--- config.mk ---
export PLATFORM = sky130hd
export DESIGN_NAME = bcm_scan_scheduler_flat
export DESIGN_NICKNAME = d
export VERILOG_FILES = /design/src/rtl/bcm_scan_scheduler_if.sv /design/src/rtl/bcm_scan_scheduler.sv /design/src/flat_wrapper.sv
export SDC_FILE = /design/constraint.sdc
export NUM_CORES = 1
export LEC_CHECK = 0
export CAP_MARGIN = 15
export CORE_UTILIZATION = 55
export DETAILED_ROUTE_END_ITERATION = 10
export DONT_BUFFER_PORTS = 1
export GPL_ROUTABILITY_DRIVEN = 0
export PLACE_DENSITY = 0.73
export SLEW_MARGIN = 5
export SYNTH_ARGS = -nofsm -noshare
export SYNTH_HDL_FRONTEND = slang
export SYNTH_SLANG_ARGS = --single-unit
--- constraint.sdc ---
create_clock -name clk -period 16.81 [get_ports clk]
set_input_delay 4.2025 -clock clk [delete_from_list [all_inputs] [get_ports clk]]
set_output_delay 4.2025 -clock clk [all_outputs]
set_load 0.02 [all_outputs]
--- src/rtl/bcm_scan_scheduler_if.sv ---
// rtl/bcm_scan_scheduler_if.sv - scan scheduler control/status bundle
interface bcm_scan_scheduler_if #(
  parameter int ROWS = 16,
  parameter int BITS = 8
);
  localparam int RW = (ROWS > 1) ? $clog2(ROWS) : 1;
  localparam int BW = (BITS > 1) ? $clog2(BITS) : 1;

  logic            enable;
  logic [7:0]      brightness;
  logic            shift_done;
  logic            shift_start;
  logic            latch_enable;
  logic            output_enable_n;
  logic [ROWS-1:0] row_select_n;
  logic [RW-1:0]   row;
  logic [BW-1:0]   bitplane;
  logic            frame_start;
  logic            busy;
  logic            error;

  modport master (
    input  enable, brightness, shift_done,
    output shift_start, latch_enable, output_enable_n, row_select_n,
    output row, bitplane, frame_start, busy, error
  );

  modport slave (
    output enable, brightness, shift_done,
    input  shift_start, latch_enable, output_enable_n, row_select_n,
    input  row, bitplane, frame_start, busy, error
  );
endinterface

--- src/rtl/bcm_scan_scheduler.sv ---
// rtl/bcm_scan_scheduler.sv - BCM row/bit-plane scan sequencer for the LED cube
module bcm_scan_scheduler #(
  parameter int ROWS          = 16,
  parameter int BITS          = 8,
  parameter int BASE_TICKS    = 4,
  parameter int BLANK_TICKS   = 8,
  parameter int SHIFT_TIMEOUT = 1024
) (
  input logic                   clk,
  input logic                   reset,
  bcm_scan_scheduler_if.master  bus
);
  localparam int RW      = (ROWS > 1) ? $clog2(ROWS) : 1;
  localparam int BW      = (BITS > 1) ? $clog2(BITS) : 1;
  localparam int MAXSLOT = BASE_TICKS << (BITS - 1);
  localparam int M1      = (SHIFT_TIMEOUT > MAXSLOT) ? SHIFT_TIMEOUT : MAXSLOT;
  localparam int MAXC    = (M1 > BLANK_TICKS) ? M1 : BLANK_TICKS;
  localparam int CW      = $clog2(MAXC + 1);

  typedef enum logic [2:0] {S_IDLE, S_SHIFT, S_LATCH, S_DISPLAY, S_BLANK} state_t;

  state_t          r_state;
  logic [CW-1:0]   r_cnt;
  logic [RW-1:0]   r_row;
  logic [BW-1:0]   r_bitplane;
  logic [7:0]      r_bri;
  logic            r_shift_start;
  logic            r_latch;
  logic            r_oe_n;
  logic [ROWS-1:0] r_row_sel_n;
  logic            r_frame_start;
  logic            r_busy;
  logic            r_error;

  logic [31:0]     w_slot;
  logic [31:0]     w_on;
  logic            w_last_row;
  logic            w_last_plane;

  assign w_slot       = 32'(BASE_TICKS) << r_bitplane;
  assign w_on         = (w_slot * (32'(r_bri) + 32'd1)) >> 8;
  assign w_last_row   = (r_row == RW'(ROWS - 1));
  assign w_last_plane = (r_bitplane == BW'(BITS - 1));

  function automatic logic [ROWS-1:0] sel_n(input logic [RW-1:0] r);
    return ~(ROWS'(1) << r);
  endfunction

  // frame_start is issued one cycle ahead of the first shift_start of a frame:
  // from IDLE it is its own cycle, at a row wrap it lands on the last blank cycle.
  always_ff @(posedge clk or posedge reset) begin
    if (reset) begin
      r_state       <= S_IDLE;
      r_cnt         <= '0;
      r_row         <= '0;
      r_bitplane    <= '0;
      r_bri         <= '0;
      r_shift_start <= 1'b0;
      r_latch       <= 1'b0;
      r_oe_n        <= 1'b1;
      r_row_sel_n   <= '1;
      r_frame_start <= 1'b0;
      r_busy        <= 1'b0;
      r_error       <= 1'b0;
    end else begin
      r_shift_start <= 1'b0;
      r_latch       <= 1'b0;
      r_frame_start <= 1'b0;
      case (r_state)
        S_IDLE: begin
          r_oe_n      <= 1'b1;
          r_row_sel_n <= '1;
          if (r_frame_start) begin
            r_state       <= S_SHIFT;
            r_cnt         <= '0;
            r_row         <= '0;
            r_bitplane    <= '0;
            r_shift_start <= 1'b1;
            r_row_sel_n   <= sel_n('0);
          end else if (bus.enable) begin
            r_frame_start <= 1'b1;
            r_bri         <= bus.brightness;
            r_busy        <= 1'b1;
          end
        end
        S_SHIFT: begin
          // shift_done in the entry cycle (r_cnt == 0) belongs to a stale request
          if ((r_cnt != '0 && bus.shift_done) || r_cnt == CW'(SHIFT_TIMEOUT)) begin
            r_state <= S_LATCH;
            r_latch <= 1'b1;
          end else begin
            if (r_cnt == CW'(SHIFT_TIMEOUT - 1)) r_error <= 1'b1;
            r_cnt <= r_cnt + 1'b1;
          end
        end
        S_LATCH: begin
          r_state <= S_DISPLAY;
          r_cnt   <= '0;
          r_oe_n  <= (w_on == 32'd0);
        end
        S_DISPLAY: begin
          if (32'(r_cnt) == w_slot - 32'd1) begin
            r_oe_n <= 1'b1;
            r_cnt  <= '0;
            if (!w_last_plane) begin
              r_state       <= S_SHIFT;
              r_bitplane    <= r_bitplane + 1'b1;
              r_shift_start <= 1'b1;
            end else begin
              r_state     <= S_BLANK;
              r_row_sel_n <= '1;
            end
          end else begin
            r_cnt  <= r_cnt + 1'b1;
            r_oe_n <= !(32'(r_cnt) + 32'd1 < w_on);
          end
        end
        S_BLANK: begin
          if (r_cnt == CW'(BLANK_TICKS - 1)) begin
            r_cnt      <= '0;
            r_bitplane <= '0;
            if (w_last_row) begin
              r_row <= '0;
              if (r_frame_start) begin
                r_state       <= S_SHIFT;
                r_shift_start <= 1'b1;
                r_row_sel_n   <= sel_n('0);
              end else begin
                r_state <= S_IDLE;
                r_busy  <= 1'b0;
              end
            end else begin
              r_row         <= r_row + 1'b1;
              r_state       <= S_SHIFT;
              r_shift_start <= 1'b1;
              r_row_sel_n   <= sel_n(r_row + 1'b1);
            end
          end else begin
            r_cnt <= r_cnt + 1'b1;
            if (w_last_row && r_cnt == CW'(BLANK_TICKS - 2) && bus.enable) begin
              r_frame_start <= 1'b1;
              r_bri         <= bus.brightness;
            end
          end
        end
        default: r_state <= S_IDLE;
      endcase
    end
  end

  assign bus.shift_start     = r_shift_start;
  assign bus.latch_enable    = r_latch;
  assign bus.output_enable_n = r_oe_n;
  assign bus.row_select_n    = r_row_sel_n;
  assign bus.row             = r_row;
  assign bus.bitplane        = r_bitplane;
  assign bus.frame_start     = r_frame_start;
  assign bus.busy            = r_busy;
  assign bus.error           = r_error;
endmodule

--- src/flat_wrapper.sv ---
// flat-port wrapper written by rule: the top's interface ports become plain ports
module bcm_scan_scheduler_flat 
#(
  parameter int ROWS          = 16,
  parameter int BITS          = 8,
  parameter int BASE_TICKS    = 4,
  parameter int BLANK_TICKS   = 8,
  parameter int SHIFT_TIMEOUT = 1024
)
  (clk, reset, bus_enable, bus_brightness, bus_shift_done, bus_shift_start, bus_latch_enable, bus_output_enable_n, bus_row_select_n, bus_row, bus_bitplane, bus_frame_start, bus_busy, bus_error);
  bcm_scan_scheduler_if #(.ROWS(ROWS), .BITS(BITS)) bus_i ();
  input logic clk;
  input logic reset;
  input wire logic [$bits(bus_i.enable)-1:0] bus_enable;
  input wire logic [$bits(bus_i.brightness)-1:0] bus_brightness;
  input wire logic [$bits(bus_i.shift_done)-1:0] bus_shift_done;
  output wire logic [$bits(bus_i.shift_start)-1:0] bus_shift_start;
  output wire logic [$bits(bus_i.latch_enable)-1:0] bus_latch_enable;
  output wire logic [$bits(bus_i.output_enable_n)-1:0] bus_output_enable_n;
  output wire logic [$bits(bus_i.row_select_n)-1:0] bus_row_select_n;
  output wire logic [$bits(bus_i.row)-1:0] bus_row;
  output wire logic [$bits(bus_i.bitplane)-1:0] bus_bitplane;
  output wire logic [$bits(bus_i.frame_start)-1:0] bus_frame_start;
  output wire logic [$bits(bus_i.busy)-1:0] bus_busy;
  output wire logic [$bits(bus_i.error)-1:0] bus_error;
  assign bus_i.enable = bus_enable;
  assign bus_i.brightness = bus_brightness;
  assign bus_i.shift_done = bus_shift_done;
  assign bus_shift_start = bus_i.shift_start;
  assign bus_latch_enable = bus_i.latch_enable;
  assign bus_output_enable_n = bus_i.output_enable_n;
  assign bus_row_select_n = bus_i.row_select_n;
  assign bus_row = bus_i.row;
  assign bus_bitplane = bus_i.bitplane;
  assign bus_frame_start = bus_i.frame_start;
  assign bus_busy = bus_i.busy;
  assign bus_error = bus_i.error;
  bcm_scan_scheduler #(.ROWS(ROWS), .BITS(BITS), .BASE_TICKS(BASE_TICKS), .BLANK_TICKS(BLANK_TICKS), .SHIFT_TIMEOUT(SHIFT_TIMEOUT)) u_core (.clk(clk), .reset(reset), .bus(bus_i));
endmodule
## Yosys cells after proc, flatten, opt, wreduce, memory -nomap -nowiden

Index checks and enable logic that the tools add are counted.

| word-level totals | value |
|---|---|
| bits in latches | 0 |
| flip-flop bits (word level) | 51 |
| output and inout port bits | 29 |
| memories kept | 0 |
| input port bits | 12 |
| logic and storage cells | 124 |
| memory bits (read-only) | 0 |
| bits in writable memories | 0 |

| operators by class | value |
|---|---|
| order comparisons | 1 |
| shifts and indexed selects | 2 |
| mux-type cells | 55 |
| reductions and logical operators | 20 |
| equality and inequality tests | 25 |
| $add $sub $neg | 6 |
| multipliers | 1 |
| bitwise logic cells | 2 |
| div/mod/pow operators | 0 |

Operators with widths:

| operator | number |
|---|---|
| $mux W16 | 5 |
| $pmux W11 S5 | 1 |
| $pmux W16 S3 | 1 |
| $mux W11 | 4 |
| $eq A11 B32 Y1 | 1 |
| $logic_not A32 Y1 | 1 |
| $lt A32 B24 Y1 | 1 |
| $mul A32 B32 Y32 | 1 |
| $mux W8 | 4 |
| $shl A3 B3 Y32 const A | 1 |
| $sub A32 B1 Y32 const B | 1 |
| $mux W3 | 9 |
| $eq A11 B3 Y1 const B | 2 |
| $mux W1 | 20 |
| $not A16 Y16 | 1 |
| $pmux W8 S2 | 1 |
| $shl A1 B4 Y16 const A | 1 |
| $pmux W3 S5 | 1 |
| $reduce_and A5 Y1 | 3 |
| $ne A2 B1 Y1 const B | 7 |
| $add A11 B1 Y12 const B | 1 |
| $mux W4 | 3 |
| $ne A2 B2 Y1 const B | 6 |
| $add A11 B1 Y11 const B | 1 |
| 26 further kinds | 35 |

## Longest topological paths before layout

Gate-level depths: netlist of run 1.

| depth | value |
|---|---|
| depth in word-level cells | 6 |
| depth in mapped cells | 32 |
| depth with buffers taken out | 31 |

## Least setup slack after synthesis of run 1

OpenSTA, ideal clock, no wires.

| timing | value |
|---|---|
| kind | register -> register |
| start | register u_core.r_bitplane[2], in the netlist u_core.bus.bitplane[2] |
| end | register u_core.r_oe_n, in the netlist u_core.bus.output_enable_n |
| clock period less this slack | 6295 ps |
| path slack | 10515 ps |
| arrival | 6223 ps |
| library setup time | 72 ps |
| cell stages (with the launch flop) | 29 |
| path through | dfrtp_1 > buf_4 > clkinv_2 > ha_1 > clkbuf_1 > nor2b_1 > fa_1 > fa_1 > fa_1 > inv_1 > fa_1 > inv_1 > ha_1 > a211o_1 > nand4bb_1 > o22ai_2 > o21ai_2 > a22o_1 > a21oi_1 > inv_1 > ha_1 > nand4_1 > nor2_1 > o21a_1 > o311a_1 > o21ai_1 > nor3_1 > a221oi_2 > o21ai_1 |

| between the ends | value |
|---|---|
| cells in the longest elaborated chain, start to end | 6 |
| elaborated cells on any way between the ends | 9 |
| classes of those cells | 1 x add/sub; 1 x mul; 1 x order compare; 1 x eq/ne; 1 x shift; 2 x mux; 2 x reduce/logical |

Ends and longest elaborated chain:

| element | RTL line | source |
|---|---|---|
| start: declaration | bcm_scan_scheduler.sv:25 | `logic [BW-1:0] r_bitplane;` |
| start signal: assignment | bcm_scan_scheduler.sv:107 | `r_bitplane <= r_bitplane + 1'b1;` |
| $shl A3 B3 Y32 * | bcm_scan_scheduler.sv:40 | `assign w_slot = 32'(BASE_TICKS) << r_bitplane;` |
| $mul A32 B32 Y32 | bcm_scan_scheduler.sv:41 | `assign w_on = (w_slot * (32'(r_bri) + 32'd1)) >> 8;` |
| $lt A32 B24 Y1 | bcm_scan_scheduler.sv:115 | `r_oe_n <= !(32'(r_cnt) + 32'd1 < w_on);` |
| $logic_not A1 Y1 | bcm_scan_scheduler.sv:115 |  |
| $mux W1 | bcm_scan_scheduler.sv:102 | `if (32'(r_cnt) == w_slot - 32'd1) begin` |
| $pmux W1 S3 * | bcm_scan_scheduler.sv:69 | `case (r_state)` |
| end signal: assignment | bcm_scan_scheduler.sv:99 | `r_oe_n <= (w_on == 32'd0);` |
| end signal: assignment | bcm_scan_scheduler.sv:115 |  |
| end: declaration | bcm_scan_scheduler.sv:29 | `logic r_oe_n;` |

Every way passes the cells marked *; elsewhere a longest branch is shown, timed or not.
A chain may end at the register's enable or synchronous reset.

## Final worst setup path of run 1

| timing | value |
|---|---|
| start | register u_core.r_bri[0] |
| end | register u_core.r_oe_n, in the netlist u_core.bus.output_enable_n |

| between the ends | value |
|---|---|
| cells in the longest elaborated chain, start to end | 6 |
| elaborated cells on any way between the ends | 7 |
| classes of those cells | 1 x add/sub; 1 x mul; 1 x order compare; 2 x mux; 2 x reduce/logical |

Ends and longest elaborated chain:

| element | RTL line | source |
|---|---|---|
| start: declaration | bcm_scan_scheduler.sv:26 | `logic [7:0] r_bri;` |
| start signal: assignment | bcm_scan_scheduler.sv:82 | `r_bri <= bus.brightness;` |
| start signal: assignment | bcm_scan_scheduler.sv:142 | `r_bri <= bus.brightness;` |
| $add A8 B1 Y9 * | bcm_scan_scheduler.sv:41 |  |
| $mul A32 B32 Y32 * | bcm_scan_scheduler.sv:41 |  |
| $lt A32 B24 Y1 | bcm_scan_scheduler.sv:115 |  |
| $logic_not A1 Y1 | bcm_scan_scheduler.sv:115 |  |
| $mux W1 | bcm_scan_scheduler.sv:102 |  |
| $pmux W1 S3 * | bcm_scan_scheduler.sv:69 |  |

Marks and branches as above.

==> results of run 1 <==
## flip-flops by register name, summed over array words and instances, names as in the netlist, 3 cells and up
register,flops
u_core.bus.row_select_n,16
u_core.r_cnt,11
u_core.r_bri,8
u_core.bus.row,4
u_core.bus.bitplane,3
u_core.r_state,3
## cells by family after synthesis
family,share of synthesized area (%)
AOI/OAI and AO/OA,14.10
and+or+nand+nor,21.53
muxes,1.512
xor gates and xnor gates,5.367
DFF,22.09
adders and majority gates,28.16
buffers and inverters,7.242
## how the worst min path moves through the flow
stage	slack, ps	depth (start not counted)	to
after detailed placement	540	2	u_core.r_bri[1]
after floorplan	490	2	u_core.r_bri[1]
after CTS	560	2	u_core.bus.row_select_n[13]
after global routing	580	2	u_core.bus.row_select_n[9]
final	550	2	u_core.r_bri[1]
after global placement	540	2	u_core.r_bri[1]
## per-stage QoR
| step | total power, mW | worst slack, ps |
|---|---|---|
| floorplan | 0.1274 | 10520 |
| finish | 0.2027 | 9693 |
| detailed placement | 0.1285 | 9816 |
| global route | 0.2107 | 9247 |
| global placement | 0.1284 | 10110 |
| CTS | 0.2052 | 9775 |
## synthesized netlist by cell type (7+ instances only)
cell and instances:
nand3_1 23, inv_1 70, a21oi_1 22, a21o_1 11, fa_1 42, nand2b_1 13
nor2b_1 13, and3_1 9, nand4_1 7, ha_1 65, dfstp_2 17, a31oi_1 17
clkbuf_1 12, nor2_1 82, dfrtp_1 34, or2_2 7, xnor2_1 17, o21ai_0 17
nand2_1 64, xor2_1 19, nor3_1 10
## metal layers
layer / global-route usage [%] / vias to the layer above / share of wire [%]
li1: - / 2223 / -
met1: 32.50 / 2286 / 43
met2: 44.97 / 133 / 51
met3: 3.154 / 25 / 4.3
met4: 7.243 / 0 / 2.0
met5: 0 / - / 0
## power groups by stage
stage               logic [mW]  registers [mW]  clock network, mW
floorplan              0.00234           0.125                  0
global placement       0.00333           0.125                  0
detailed placement     0.00342           0.125                  0
CTS                    0.00343           0.123             0.0789
global route           0.00380           0.123             0.0840
finish                 0.00328           0.123             0.0766
## cell type report
class,count,area (µm²),area share [%]
Timing Repair Buffer,1,7.507,0.1250
Tap cell,136,170.2,2.833
Clock buffer,6,82.58,1.375
Clock inverter,2,13.76,0.2292
Sequential cell,51,1297,21.60
Inverter,74,282.8,4.708
Multi-Input combinational cell,524,4151,69.12
## worst register-to-register path: cells and delay by family (launching register included)
| family | cells | cell delay [ps] |
|---|---|---|
| and+or+nand+nor | 7 | 1130 |
| adders and majority gates | 7 | 2950 |
| xor gates and xnor gates | 1 | 560 |
| buffers and inverters | 4 | 210 |
| AOI/OAI and AO/OA | 11 | 1730 |
| DFF | 1 | 510 |
==> results.py, run 1 <==
metrics = {
    "run_status": {
        "status": "finished, final reports clean",
    },
    "clock_tree": {
        "cts-root-buf": "clkbuf_8",
        "cts.sinks": 51,
        "htree_num_levels": 2,
        "worstSkewPairLatency_ps": 300,
        "cts.path.max_buffers": 2,
        "post_cts_buffers": 0,
        "cts_tree": "yes",
        "cts_made_buffers": 5,
        "cts_resized": 0,
        "clkTransAtPathRegs_ps": 100,
        "hold_buffers": 0,
    },
    "global_routing": {
        "track_usage_pct": 25.42,
        "grt_pass1_vias": 4691,
        "grt_max_degree": 52,
        "grt_pass1_wl_mm": 22.69,
        "grt_antenna_before_repair": 0,
        "grt_overflow": 0,
    },
    "power_and_ir_drop": {
        "power_density_mw_per_mm2": 33.75,
        "comb_power_share_pct": 1.6,
        "peakVddDrop_v": 0.00004776,
        "p_seq_share_pct": 60.6,
        "power_leakage_nw": 2.944,
        "cell_internal_pwr_mw": 0.1572,
        "clockPowerShare_pct": 37.8,
        "p_sw_share_pct": 22.46,
        "netSwitchingPower_mw": 0.04553,
    },
    "critical_path": {
        "r2r-start": "u_core.r_bri[0]",
        "required_ps": 17050,
        "worstSetupStartpoint": "u_core.r_bri[0]",
        "path_delay_family": "adder cells",
        "r2r-end": "u_core.bus.output_enable_n",
        "critPathArrivalTime_ps": 7360,
        "cp_slowest_cell": "xnor2_1",
        "critPathBufInv": 4,
        "worst-r2r-cell-count": 30,
        "setup.worst_path.class": "reg2reg",
        "cp.depth": 30,
        "r2r_setup_slack_ps": 9690,
        "cpPeakStageDelay_ps": 560,
        "cp-end-kind": "flip-flop",
        "path_max_fanout": 12,
        "endpoint": "u_core.bus.output_enable_n",
        "start_kind": "flip-flop",
    },
    "job": {
        "drv_cap": 0,
    },
    "cells_and_area": {
        "drive_above_1_share_pct": 9.119,
        "final_cell_mix": "82 x nor2_1, 69 x inv_1, 65 x ha_1",
        "fillers": 906,
        "antennaDiodeCount": 0,
        "finalNetCount": 776,
        "fin_cells": 794,
        "final_area_mm2": 0.006006,
        "layout_commonest_cell": "nor2_1",
        "area_delta_synth_final_pct": 2.236,
        "fin_util_pct": 58.17,
    },
    "timing": {
        "setup_tns_ps": 0,
        "period_share_pct": 42.34,
        "period_needed_ps": 7117,
        "worst_pin_slew_ps": 848.8,
        "fmax_mhz": 140.5,
        "finalMaxSlewViolations": 0,
        "slew_headroom_pct": 43.41,
        "finalSetupViolCount": 0,
        "finalClockSkew_ps": 6.545,
        "hold_viol": 0,
        "hold_slack_ps": 554.0,
        "rsz0062_at_grt": "false",
    },
    "floorplanning": {
        "io_pins": 41,
        "start_util_pct": 56.90,
        "num_rows": 37,
        "die_x_um": 105.3,
        "die_area_mm2": 0.01110,
        "core_area_mm2": 0.01032,
        "die-height_um": 105.3,
    },
    "placement": {
        "placed_cells": 786,
        "place_area_mm2": 0.005909,
        "portBuffers": 0,
        "dp.final_hpwl_mm": 10.83,
    },
    "logic_synthesis": {
        "ys_warn_count": 0,
        "netlist_area_mm2": 0.005874,
        "synth_seq_cells": 51,
        "synth_top_area_share_pct": 14.48,
        "synth_edf_count": 0,
        "avgSynthCellArea_um2": 8.716,
        "synth_cell_types": 75,
        "synthFlopType": "dfrtp_1",
        "syn_inst": 674,
        "yosysTopAreaCell": "dfrtp_1",
        "yosysSeqAreaShare_pct": 22.09,
        "syn_nets": 793,
        "synth_area_leaders": "dfrtp_1 14%, fa_1 14%, ha_1 14%",
        "async_reset_ff_share_pct": 100.0,
    },
    "route": {
        "first_iter_violations": 305,
        "drc_errors": 0,
        "wl_per_cell_um": 17.02,
        "detail_route.vias_per_cell": 5.878,
        "drtAntennaViolNets": 0,
        "dr.pass1.iters": 5,
        "wl_mm": 13.52,
        "vias": 4667,
    },
    "hold_path": {
        "hold_path.class": "reg2reg",
        "hp-start": "u_core.r_bri[1]",
    },
}
No activity file was read; power rests on OpenSTA's default activity.
==> inputs of run 2 (changes only) <==
==> constraint.sdc (replaced) <==
create_clock -name clk -period 7.27 [get_ports clk]
set_input_delay 1.8175 -clock clk [delete_from_list [all_inputs] [get_ports clk]]
set_output_delay 1.8175 -clock clk [all_outputs]
set_load 0.02 [all_outputs]
==> run 2 against run 1 <==
  * Critical path depth decreased by 4
  * Clock power increased to 2.8 times the previous value
  * Worst hold slack improved by 2.9 ps
  * Non-clock buffer count increased by 5
  * Sequential power increased by 130%
  * Sequential cell count unchanged
  * Cell area increased by 1.5%
  * Clock skew decreased by 2.0 ps
  * Via count decreased by 0.36%
  * First-iteration DRC count decreased by 21%
  * Largest cell class unchanged
  * Largest power group unchanged
  * Highest routed layer unchanged
==> results.py, run 2 (synthesized netlist as in run 1, its figures left out) <==
metrics = {
    "timing": {
        "slew_headroom_pct": 39.32,
        "period_share_pct": 92.76,
        "rsz0062_at_grt": "false",
        "finalClockSkew_ps": 4.548,
        "finalSetupViolCount": 0,
        "fmax_mhz": 148.3,
        "period_needed_ps": 6743,
        "finalMaxSlewViolations": 0,
        "worst_pin_slew_ps": 910.2,
        "setup_tns_ps": 0,
        "hold_viol": 0,
    },
    "hold_path": {
        "min_path_cells": 2,
        "hold_path.class": "reg2reg",
    },
    "floorplanning": {
        "die_x_um": 105.3,
        "num_rows": 37,
        "die-height_um": 105.3,
        "die_area_mm2": 0.01110,
        "start_util_pct": 56.90,
        "core_area_mm2": 0.01032,
        "io_pins": 41,
    },
    "critical_path": {
        "cpPeakStageDelay_ps": 540,
        "path_delay_family": "adder cells",
        "start_kind": "flip-flop",
        "cp_slowest_cell": "dfrtp_1",
        "setup.worst_path.class": "reg2reg",
        "required_ps": 7520,
        "critPathArrivalTime_ps": 6990,
        "cp.depth": 26,
        "critPathBufInv": 2,
        "path_max_fanout": 13,
        "worst-r2r-cell-count": 26,
        "cp-end-kind": "flip-flop",
    },
    "clock_tree": {
        "cts_made_buffers": 5,
        "cts.path.max_buffers": 2,
        "cts_tree": "yes",
        "worstSkewPairLatency_ps": 310,
        "htree_num_levels": 2,
        "clkTransAtPathRegs_ps": 100,
        "cts-root-buf": "clkbuf_8",
        "cts.sinks": 51,
    },
    "cells_and_area": {
        "layout_commonest_cell": "nor2_1",
        "final_cell_mix": "82 x nor2_1, 69 x inv_1, 65 x ha_1",
        "final_area_mm2": 0.006097,
        "drive_above_1_share_pct": 10.26,
        "area_delta_synth_final_pct": 3.791,
        "largest_reg_flops": 16,
        "finalNetCount": 781,
        "antennaDiodeCount": 0,
    },
    "placement": {
        "portBuffers": 0,
        "dp.final_hpwl_mm": 10.60,
        "place_area_mm2": 0.005939,
    },
    "power_and_ir_drop": {
        "finalPower_mw": 0.5041,
        "clockPowerShare_pct": 42.0,
        "cell_internal_pwr_mw": 0.3993,
        "comb_power_share_pct": 1.7,
        "power_leakage_nw": 2.982,
        "p_sw_share_pct": 20.79,
        "netSwitchingPower_mw": 0.1048,
        "power_density_mw_per_mm2": 82.68,
        "p_seq_share_pct": 56.3,
        "peakVddDrop_v": 0.0001730,
    },
    "route": {
        "first_iter_violations": 241,
        "drc_errors": 0,
        "wl_mm": 13.19,
        "dr.pass1.iters": 5,
        "wl_per_cell_um": 16.50,
        "detail_route.vias_per_cell": 5.820,
        "vias": 4650,
        "drtAntennaViolNets": 0,
    },
    "run_status": {
        "status": "finished, final reports clean",
    },
    "global_routing": {
        "track_usage_pct": 25.18,
        "grt_pass1_vias": 4728,
        "grt_max_degree": 52,
        "grt_antenna_before_repair": 0,
        "grt_pass1_wl_mm": 22.60,
        "grt_overflow": 0,
    },
    "job": {
        "drv_cap": 0,
    },
}
==> run 2: layout make-up <==
type	instances	area, µm²
repair buffers	6	57.56
well taps	136	170.2
inverters	74	282.8
clock buffers	6	82.58
flip-flops and latches	51	1299
multi-input cells	524	4167
clock inverters	2	38.79
fillers	923	4227
==> run 2: timing repair <==
item                                    in CTS  in global routing
endpoints found under the setup margin       0                  1
setup buffers                                0                  0
hold buffers                                 0                  0
resized for setup                            0                  4
==> run 2: layer usage <==
layer | global-route usage [%] | share of wire, % | vias to the layer above
li1 | - | - | 2236
met4 | 6.237 | 1.4 | 0
met3 | 2.226 | 3.7 | 12
met1 | 34.00 | 44 | 2300
met5 | 0 | 0 | -
met2 | 43.61 | 51 | 102
==> run 2: path summary, 6_finish.rpt <==
check | from | endpoint | slack [ps]
setup / recovery | u_core.bus.bitplane[1] | u_core.bus.output_enable_n | 530
hold / removal | u_core.bus.row_select_n[13] | u_core.bus.row_select_n[13] | 560
setup reg to reg | u_core.bus.bitplane[1] | u_core.bus.output_enable_n | 530
hold reg to reg | u_core.bus.row_select_n[13] | u_core.bus.row_select_n[13] | 560
max in group asynchronous | reset | u_core.bus.output_enable_n | 5340
min in group asynchronous | reset | u_core.r_bri[1] | 1350
==> run 2: per-stage QoR <==
stage	cells	util (%)	hold slack, ps	setup WS (ps)
2_1_floorplan	674	-	486.9	975.2
3_3_place_gp	790	57.53	529.2	661.1
3_5_place_dp	790	57.53	545.1	369.9
4_1_cts	798	58.71	559.1	367.5
5_1_grt	799	59.06	585.1	57.37
6_report	799	59.06	556.9	526.7
==> run 2: power by group through the flow <==
| stage | Clock (mW) | Combinational [mW] | Sequential, mW |
|---|---|---|---|
| after floorplan | 0 | 0.00541 | 0.289 |
| after global placement | 0 | 0.00723 | 0.289 |
| after detailed placement | 0 | 0.00751 | 0.289 |
| after CTS | 0.219 | 0.00741 | 0.284 |
| after global routing | 0.226 | 0.00975 | 0.284 |
| final | 0.212 | 0.00838 | 0.284 |
==> run 2: worst register-to-register path, cell delays in order, from the launching register on <==
cell	delay [ps]
dfrtp_1	540
ha_1	250
ha_1	490
nor2b_1	270
fa_1	480
fa_1	520
fa_1	540
inv_1	50
fa_1	520
inv_1	40
ha_1	350
a211o_1	340
nand4bb_1	210
o22ai_2	220
o21ai_2	120
and3_1	200
nor2_1	80
o21ai_0	110
ha_1	310
nand4_1	140
nor2_1	170
o21a_1	140
o311a_1	170
o21ai_1	60
nor3_1	200
a221oi_2	50
o21ai_1	110
